<file path="config.mk">
export PLATFORM = sky130hd
export DESIGN_NAME = temp_frame_decoder_flat
export DESIGN_NICKNAME = d
export VERILOG_FILES = /design/src/rtl/temp_frame_if.sv /design/src/rtl/temp_frame_decoder.sv /design/src/flat_wrapper.sv
export SDC_FILE = /design/constraint.sdc
export NUM_CORES = 1
export LEC_CHECK = 0
export CAP_MARGIN = 20
export CORE_ASPECT_RATIO = 0.8
export CORE_MARGIN = 2
export CORE_UTILIZATION = 50
export CTS_BUF_LIST = sky130_fd_sc_hd__clkbuf_2
export DETAILED_ROUTE_END_ITERATION = 12
export PLACE_DENSITY = 0.75
export SYNTH_ARGS = -nofsm -noshare
export SYNTH_HDL_FRONTEND = slang
export SYNTH_SLANG_ARGS = --single-unit
export TNS_END_PERCENT = 100
</file>
<file path="constraint.sdc">
create_clock -name clk -period 1.85 [get_ports clk]
set_input_delay 0.4625 -clock clk [delete_from_list [all_inputs] [get_ports clk]]
set_output_delay 0.4625 -clock clk [all_outputs]
set_load 0.01 [all_outputs]
</file>
<file path="src/rtl/temp_frame_if.sv">
// temp_frame_if: byte input, FSM clear and verdict outputs of the temperature frame decoder.
interface temp_frame_if;
  logic [7:0]  rx_data;
  logic        rx_valid;
  logic        clr;
  logic [7:0]  verdict;
  logic        verdict_valid;
  logic [15:0] temp_tenths;
  logic        frame_err;
  logic        busy;
  modport master (output rx_data, rx_valid, clr,
                  input  verdict, verdict_valid, temp_tenths, frame_err, busy);
  modport slave  (input  rx_data, rx_valid, clr,
                  output verdict, verdict_valid, temp_tenths, frame_err, busy);
endinterface

</file>
<file path="src/rtl/temp_frame_decoder.sv">
// temp_frame_decoder: parses HDR,T_HI,T_LO[,CHK] byte frames into a held verdict code (1 fever, 2 pass).
// Define TEMP_CHECKSUM_EN for the 4-byte frame with an additive checksum byte.
module temp_frame_decoder #(
  parameter int unsigned CLK_HZ       = 50_000_000,
  parameter int unsigned TIMEOUT_MS   = 10,
  parameter logic [15:0] FEVER_TENTHS = 16'd375,
  parameter logic [15:0] MIN_TENTHS   = 16'd300,
  parameter logic [15:0] MAX_TENTHS   = 16'd450,
  parameter logic [7:0]  HDR_BYTE     = 8'hAA
) (
  input logic        clk,
  input logic        reset,
  temp_frame_if.slave bus
);
  localparam int unsigned TC = CLK_HZ / 1000 * TIMEOUT_MS;
  localparam int CW = $clog2(TC + 1);
`ifdef TEMP_CHECKSUM_EN
  typedef enum logic [2:0] {IDLE, T_HI, T_LO, CHK, EVAL} state_t;
`else
  typedef enum logic [2:0] {IDLE, T_HI, T_LO, EVAL} state_t;
`endif
  state_t      state_q, state_d;
  logic [CW-1:0] cnt_q, cnt_d;
  logic [7:0]  hi_q, hi_d, lo_q, lo_d;
  logic [7:0]  verdict_q, verdict_d;
  logic        vv_q, vv_d, err_q, err_d;
  logic [15:0] temp_q, temp_d;
  logic [15:0] reading;
  logic        wait_st, timeout, sum_ok, in_range, eval_ok, eval_bad;
`ifdef TEMP_CHECKSUM_EN
  logic [7:0]  chk_q, chk_d;
`endif
  always_comb begin
    reading   = {hi_q, lo_q};
    wait_st   = state_q != IDLE && state_q != EVAL;
    timeout   = wait_st && !bus.rx_valid && cnt_q == CW'(TC - 1);
    cnt_d     = (wait_st && !bus.rx_valid && !timeout) ? cnt_q + 1'b1 : '0;
    hi_d      = (state_q == T_HI && bus.rx_valid) ? bus.rx_data : hi_q;
    lo_d      = (state_q == T_LO && bus.rx_valid) ? bus.rx_data : lo_q;
`ifdef TEMP_CHECKSUM_EN
    chk_d     = (state_q == CHK && bus.rx_valid) ? bus.rx_data : chk_q;
    sum_ok    = chk_q == 8'(HDR_BYTE + hi_q + lo_q);
`else
    sum_ok    = 1'b1;
`endif
    in_range  = reading >= MIN_TENTHS && reading <= MAX_TENTHS;
    eval_ok   = state_q == EVAL && sum_ok && in_range;
    eval_bad  = state_q == EVAL && !(sum_ok && in_range);
    // A verdict loaded in EVAL takes priority over a coincident clr
    verdict_d = eval_ok ? ((reading >= FEVER_TENTHS) ? 8'd1 : 8'd2) : bus.clr ? 8'd0 : verdict_q;
    temp_d    = eval_ok ? reading : temp_q;
    vv_d      = eval_ok;
    err_d     = eval_bad || timeout;
    state_d   = state_q;
    case (state_q)
      IDLE: state_d = (bus.rx_valid && bus.rx_data == HDR_BYTE) ? T_HI : IDLE;
      T_HI: state_d = bus.rx_valid ? T_LO : T_HI;
`ifdef TEMP_CHECKSUM_EN
      T_LO: state_d = bus.rx_valid ? CHK : T_LO;
      CHK:  state_d = bus.rx_valid ? EVAL : CHK;
`else
      T_LO: state_d = bus.rx_valid ? EVAL : T_LO;
`endif
      EVAL: state_d = IDLE;
      default: state_d = IDLE;
    endcase
    if (timeout) state_d = IDLE;
  end
  always_ff @(posedge clk or negedge reset) begin
    if (!reset) begin
      state_q   <= IDLE;
      cnt_q     <= '0;
      hi_q      <= '0;
      lo_q      <= '0;
      verdict_q <= '0;
      vv_q      <= 1'b0;
      err_q     <= 1'b0;
      temp_q    <= '0;
`ifdef TEMP_CHECKSUM_EN
      chk_q     <= '0;
`endif
    end else begin
      state_q   <= state_d;
      cnt_q     <= cnt_d;
      hi_q      <= hi_d;
      lo_q      <= lo_d;
      verdict_q <= verdict_d;
      vv_q      <= vv_d;
      err_q     <= err_d;
      temp_q    <= temp_d;
`ifdef TEMP_CHECKSUM_EN
      chk_q     <= chk_d;
`endif
    end
  end
  assign bus.verdict       = verdict_q;
  assign bus.verdict_valid = vv_q;
  assign bus.temp_tenths   = temp_q;
  assign bus.frame_err     = err_q;
  assign bus.busy          = state_q != IDLE;
endmodule

</file>
<file path="src/flat_wrapper.sv">
// flat-port wrapper written by rule: the top's interface ports become plain ports
module temp_frame_decoder_flat 
#(
  parameter int unsigned CLK_HZ       = 50_000_000,
  parameter int unsigned TIMEOUT_MS   = 10,
  parameter logic [15:0] FEVER_TENTHS = 16'd375,
  parameter logic [15:0] MIN_TENTHS   = 16'd300,
  parameter logic [15:0] MAX_TENTHS   = 16'd450,
  parameter logic [7:0]  HDR_BYTE     = 8'hAA
)
  (clk, reset, bus_rx_data, bus_rx_valid, bus_clr, bus_verdict, bus_verdict_valid, bus_temp_tenths, bus_frame_err, bus_busy);
  temp_frame_if bus_i ();
  input logic clk;
  input logic reset;
  input wire logic [$bits(bus_i.rx_data)-1:0] bus_rx_data;
  input wire logic [$bits(bus_i.rx_valid)-1:0] bus_rx_valid;
  input wire logic [$bits(bus_i.clr)-1:0] bus_clr;
  output wire logic [$bits(bus_i.verdict)-1:0] bus_verdict;
  output wire logic [$bits(bus_i.verdict_valid)-1:0] bus_verdict_valid;
  output wire logic [$bits(bus_i.temp_tenths)-1:0] bus_temp_tenths;
  output wire logic [$bits(bus_i.frame_err)-1:0] bus_frame_err;
  output wire logic [$bits(bus_i.busy)-1:0] bus_busy;
  assign bus_i.rx_data = bus_rx_data;
  assign bus_i.rx_valid = bus_rx_valid;
  assign bus_i.clr = bus_clr;
  assign bus_verdict = bus_i.verdict;
  assign bus_verdict_valid = bus_i.verdict_valid;
  assign bus_temp_tenths = bus_i.temp_tenths;
  assign bus_frame_err = bus_i.frame_err;
  assign bus_busy = bus_i.busy;
  temp_frame_decoder #(.CLK_HZ(CLK_HZ), .TIMEOUT_MS(TIMEOUT_MS), .FEVER_TENTHS(FEVER_TENTHS), .MIN_TENTHS(MIN_TENTHS), .MAX_TENTHS(MAX_TENTHS), .HDR_BYTE(HDR_BYTE)) u_core (.clk(clk), .reset(reset), .bus(bus_i));
endmodule
</file>
==> metrics.txt, run 1 <==
Post-synth EDFFs=0; top-area cell type share of the netlist area=55.45%; CTS Buf Count=9; most frequent cell after synthesis=dfrtp_1; Crit. End Element=register; top cells by count, synth=57 x dfrtp_1, 22 x mux2_2, 16 x nor2_1, 13 x nand2_1, 10 x and2_1; DR iter-0 viols=99; worst setup path start=u_core.lo_q[0]; IO Count=39; Port Buffer Count=32; fin crit share=98.10%; clk buf depth=2; Worst-Skew Late Latency=0.50 ns; Crit Path Max Fanout=12; initial core utilization=51.67%; final layout net count=287; Final Util=63.28%; critical path arrival=2.20 ns; chip width=84.20 um; pins over their slew limit=0; GP Congestion=0.8269; Post-route DRC=0; antenna cells=0; run status=finished clean; drt total wl=4824 um; DPL Wire Length=3493 um; Synth area leader=dfrtp_1; Syn-to-layout area delta=22.47%; vias per inst=5.208; Register Area=1426 sq um; Worst Path Required=2.24 ns; Syn Inst Count=217; die area=5738 sq um; synth unique cells=42; post-DR wirelength/cell=14.31 um; ANT nets after route=0; first-pass GRT wire length=7914 um; final worst slack=0.03513 ns; Pleak=1.497 nW; Place WS=0.04059 ns; H-tree depth=3; leading post-synthesis cells by cell area=dfrtp_1 55%, mux2_2 9.6%, and2_1 2.4%, ha_1 2.4%, nor2_1 2.3%; Worst setup SP type=register; Chip Height=68.16 um; worst hold margin=0.4648 ns; Tot Pwr=3.380 mW; Vias=1755; Total GRT Usage=18.63%; Power per Cell Area=1073 nW/um^2; Hold WC Path Type=in2async; Core Area=4979 sq um; Layout fillers=418; TritonCTS Sinks=57; fin crit period=1.815 ns; clk root buf=clkbuf_2; Max Freq=0.5510 GHz; synthesized area=2572 sq um; GR Overflow Total=0; vias in the first global route=1648; largest net degree at the start of global routing=58; ys async rst share=100.0%; # rows=23; Yosys warnings=0; Post-synth top flop=dfrtp_1; # Max-Cap Violations=0; Reg clk slew, reported paths=0.17 ns; Yosys reg bits=57; maximum VDD drop=0.0006801 V; first drt pass iteration count=4; final setup fails=0; skew final=0.02587 ns; RSZ-0062 raised after global routing=yes; layout cells sized above 1=22.55%; Setup CP Type=reg2reg; setup TNS=0 ns; Hold Violations, Final=0; initial antenna violation count=0; R2R Setup Slk=0.04 ns; Worst R2R Start=u_core.lo_q[0]; share of the yosys chip area belonging to registers=55.45%; syn avg cell area=11.85 sq um; clock tree from TritonCTS=yes; area of the multi-input gates=1102 sq um
## per-layer routing
metal,GRT usage (%),share of wire (%),wire [um]
met3,7.600,6.3,305
met2,25.00,42,2017
met5,0,0,0
met4,8.669,2.0,96
met1,26.16,50,2404
## path summary, 6_finish.rpt
path	endpoint	cells past startpoint
max in group asynchronous	u_core.bus.verdict[0]	3
hold / removal	u_core.lo_q[6]	3
min in group clk	u_core.bus.temp_tenths[12]	1
setup / recovery	u_core.bus.temp_tenths[7]	4
hold reg to reg	u_core.bus.temp_tenths[12]	1
setup reg to reg	u_core.bus.temp_tenths[7]	4
## critical path, cell delays in order (launching register included)
cell      delay (ns)
dfrtp_1         0.43
a211o_1         0.33
o311ai_4        0.30
nand4_4         0.25
mux2_1          0.38
## stage by stage
step / cell area, sq um / instances
after floorplan: 2591 / 222
after global placement: 3022 / 318
after detailed placement: 3022 / 318
after CTS: 3138 / 337
after global routing: 3151 / 337
final: 3151 / 337
## cell type report
type	count	area share (%)
clock buffer	10	1.589
clock inverter	6	1.867
inverter	5	0.5957
multi-input combinational	150	34.99
sequential	57	45.27
tap	62	2.462
timing repair buffer	47	13.22
## timing repair
item                                   4_1_cts  5_1_grt
gates resized for setup                     28        4
hold buffers                                 1        0
endpoints found under the hold margin       57        0
pin swaps                                    0        1
setup endpoints to repair                   21       29
buffers inserted                             2        0
## flip-flops by register name (all words and copies together) (netlist names)
register / flops
u_core.lo_q: 8
u_core.cnt_q: 19
u_core.state_q: 2
u_core.hi_q: 8
u_core.bus.frame_err: 1
u_core.bus.verdict_valid: 1
u_core.bus.verdict: 2
u_core.bus.temp_tenths: 16
## cells by family after synthesis
family,synth area share [%]
simple gates,17.95
other cells,0.1458
xor+xnor,3.745
mux,10.46
buf+inv,3.259
fa+ha+maj,2.432
flops,55.45
compound gates,6.566
## layout by cell type (no fill, tap or decap), types with 2 or more instances in the layout
cell             synthesis  layout
nand3_1                  8       8
inv_1                    5       3
clkdlybuf4s50_1          0      10
and4_1                   3       3
or3_1                    5       5
dlygate4sd2_1            0      20
nand4_1                  3       3
dfrtp_1                 57      57
clkinvlp_4               0       2
nor4b_1                  2       2
a21oi_1                  8       8
inv_2                    0       2
xor2_1                   6       6
and2_1                  10      10
o31ai_1                  2       2
buf_4                    6      12
nor4_1                   4       3
nor2b_1                  2       2
mux2_2                  22      22
conb_1                   1       6
o21ai_0                  7       7
buf_2                    4       2
ha_1                     5       4
xnor2_1                  5       5
nand2_1                 13      13
nand2b_1                 3       3
nor2_1                  16      16
clkinv_2                 0       2
or4_1                    2       2
clkbuf_2                 0      10
## power by group
group	internal, mW	switching (mW)	total (mW)	leakage, nW
clock	0.308	0.455	0.762	0.0654
combinational	0.495	0.465	0.959	0.669
sequential	1.47	0.189	1.66	0.763
No activity file was read; power rests on OpenSTA's default activity.
==> inputs of run 2 (changes only) <==
Settings changed: GPL_TIMING_DRIVEN set to 0.
==> run 2 against run 1 <==
Non-clock buffer count grew 7. Clock skew shrank 0.0022 ns. Core utilization grew 1.3 points. Sequential share of layout area shrank 0.84 points. Worst hold slack gained 0.017 ns. Cell count grew 1.8%.
==> metrics.txt, run 2 (same netlist as run 1, synthesis figures left out) <==
Reg clk slew, reported paths=0.16 ns (was 0.17 ns); Setup CP Type=reg2reg (unchanged); first-pass GRT wire length=7928 um (was 7914 um); Pleak=1.562 nW (was 1.497 nW); final layout net count=294 (was 287); skew final=0.02364 ns (was 0.02587 ns); ANT nets after route=0 (unchanged); largest net degree at the start of global routing=36 (was 58); Core Area=4979 sq um (unchanged); DR iter-0 viols=115 (was 99); most common cell after layout, fill and taps aside=dfrtp_1 (unchanged); H-tree depth=3 (unchanged); CTS Buf Count=9 (unchanged); pins over their slew limit=0 (unchanged); initial antenna violation count=0 (unchanged); clock tree from TritonCTS=yes (unchanged); DPL Wire Length=3408 um (was 3493 um); Syn-to-layout area delta=25.00% (was 22.47%); Post-route DRC=0 (unchanged); final setup fails=0 (unchanged); chip width=84.20 um (unchanged); commonest non-fill, non-tap cells in the layout=55 x dfrtp_1, 22 x mux2_2, 17 x dlygate4sd2_1, 16 x nor2_1, 16 x buf_4 (was 57 x dfrtp_1, 22 x mux2_2, 20 x dlygate4sd2_1, 16 x nor2_1, 13 x nand2_1); run status=finished clean (unchanged); fin crit share=97.34% (was 98.10%); # rows=23 (unchanged); TritonCTS Sinks=57 (unchanged); Hold Violations, Final=0 (unchanged); clk buf depth=2 (unchanged); vias per inst=5.175 (was 5.208); Tot Pwr=3.327 mW (was 3.380 mW); RSZ-0062 raised after global routing=yes (unchanged); Register Area=1429 sq um (was 1426 sq um); Worst Path Required=2.26 ns (was 2.24 ns); Hold Path Stages=1; antenna cells=0 (unchanged); fin cells=343 (was 337); largest register by flop count=u_core.cnt_q (unchanged); Final Util=64.59% (was 63.28%); worst hold margin=0.4815 ns (was 0.4648 ns); Crit Path Max Fanout=7 (was 12); # Max-Cap Violations=0 (unchanged); drt total wl=4897 um (was 4824 um); Worst setup SP type=register (unchanged); GR Overflow Total=0 (unchanged); Total GRT Usage=18.20% (was 18.63%); GP Congestion=0.7851 (was 0.8269); Worst-Skew Late Latency=0.46 ns (was 0.50 ns); post-DR wirelength/cell=14.28 um (was 14.31 um); Worst R2R Start=u_core.cnt_q[4] (was u_core.lo_q[0]); Power per Cell Area=1035 nW/um^2 (was 1073 nW/um^2); Crit. End Element=register (unchanged); Port Buffer Count=32 (unchanged); FF-to-FF path depth=5 (was 4); IO Count=39 (unchanged); vias in the first global route=1649 (was 1648); placed cell count=317 (was 318); Chip Height=68.16 um (unchanged); maximum VDD drop=0.0006264 V (was 0.0006801 V); initial core utilization=51.67% (unchanged); Layout fillers=421 (was 418); R2R Setup Slk=0.05 ns (was 0.04 ns); fin crit period=1.801 ns (was 1.815 ns); Hold Path Sink=u_core.bus.temp_tenths[8]; Post-DP Area=3004 sq um (was 3022 sq um); Critical R2R Capture=u_core.cnt_q[17] (was u_core.bus.temp_tenths[7]); layout cells sized above 1=23.84% (was 22.55%); max reg flops=19 (unchanged); HP Start=u_core.bus.temp_tenths[8]; first drt pass iteration count=5 (was 4); finished layout cell area=3216 sq um (was 3151 sq um); Worst-Margin Slew=0.5357 ns; critical path arrival=2.21 ns (was 2.20 ns); Vias=1775 (was 1755); clk root buf=clkbuf_2 (unchanged); die area=5738 sq um (unchanged); Max-slew headroom=64.29%; Hold WC Path Type=reg2reg (was in2async); area of the multi-input gates=1116 sq um (was 1102 sq um); Max Freq=0.5553 GHz (was 0.5510 GHz)
==> run 2: layer usage <==
layer  routed length [um]  vias to the layer above  share of wire [%]  GRT usage, %
met1                 2520                      852                 51         25.41
met2                 2071                       39                 42         26.59
met3                  253                        6                5.2         6.876
met4                   52                        0                1.1         5.444
met5                    0                        -                  0             0
li1                     -                      878                  -             -
==> run 2: layout make-up <==
| class | count | area share, % |
|---|---|---|
| Buffer | 9 | 2.062 |
| Sequential cell | 57 | 44.44 |
| Timing Repair Buffer | 45 | 12.84 |
| Multi-Input combinational cell | 150 | 34.71 |
| Inverter | 5 | 0.5837 |
| Clock buffer | 9 | 1.401 |
| Tap cell | 62 | 2.412 |
| Clock inverter | 6 | 1.556 |
==> run 2: worst max path at each step <==
stage                               from                          to  slack, ns
5_1_grt                   u_core.lo_q[0]   u_core.bus.temp_tenths[7]      -0.01
4_1_cts        u_core.bus.temp_tenths[2]          bus_temp_tenths[2]      0.002
6_report                 u_core.cnt_q[4]            u_core.cnt_q[17]       0.05
3_5_place_dp             u_core.cnt_q[0]             u_core.cnt_q[7]      -0.47
2_1_floorplan            u_core.cnt_q[0]            u_core.cnt_q[10]       0.02
3_3_place_gp                       reset  u_core.bus.temp_tenths[10]      -1.46
==> run 2: what timing repair did <==
item / CTS / global route
endpoints found under the setup margin: 37 / 26
buffers inserted: 7 / 4
resized for setup: 26 / 11
endpoints found under the hold margin: 22 / 0
pin swaps: 3 / 3
hold buffers: 1 / 0
cloned: 0 / 0
==> run 2: worst max-delay path, stage by stage (launching register included) <==
cell and delay (ns):
dfrtp_1 0.43, nand2_1 0.12, or3_1 0.37, buf_2 0.17
or4_1 0.51, a21oi_1 0.15
==> run 2: through the flow <==
| step | worst slack, ns | setup TNS [ns] |
|---|---|---|
| 3_3_place_gp | -1.458 | -86.85 |
| 6_report | 0.04924 | 0 |
| 4_1_cts | 0.001802 | 0 |
| 3_5_place_dp | -0.4692 | -5.915 |
| 5_1_grt | -0.01180 | -0.02020 |
| 2_1_floorplan | 0.01643 | 0 |
==> run 2: report_power, final <==
| group | internal [mW] | leakage, nW | total [mW] | switching, mW |
|---|---|---|---|---|
| sequential | 1.47 | 0.760 | 1.69 | 0.214 |
| clock | 0.286 | 0.0617 | 0.709 | 0.423 |
| combinational | 0.503 | 0.740 | 0.933 | 0.429 |
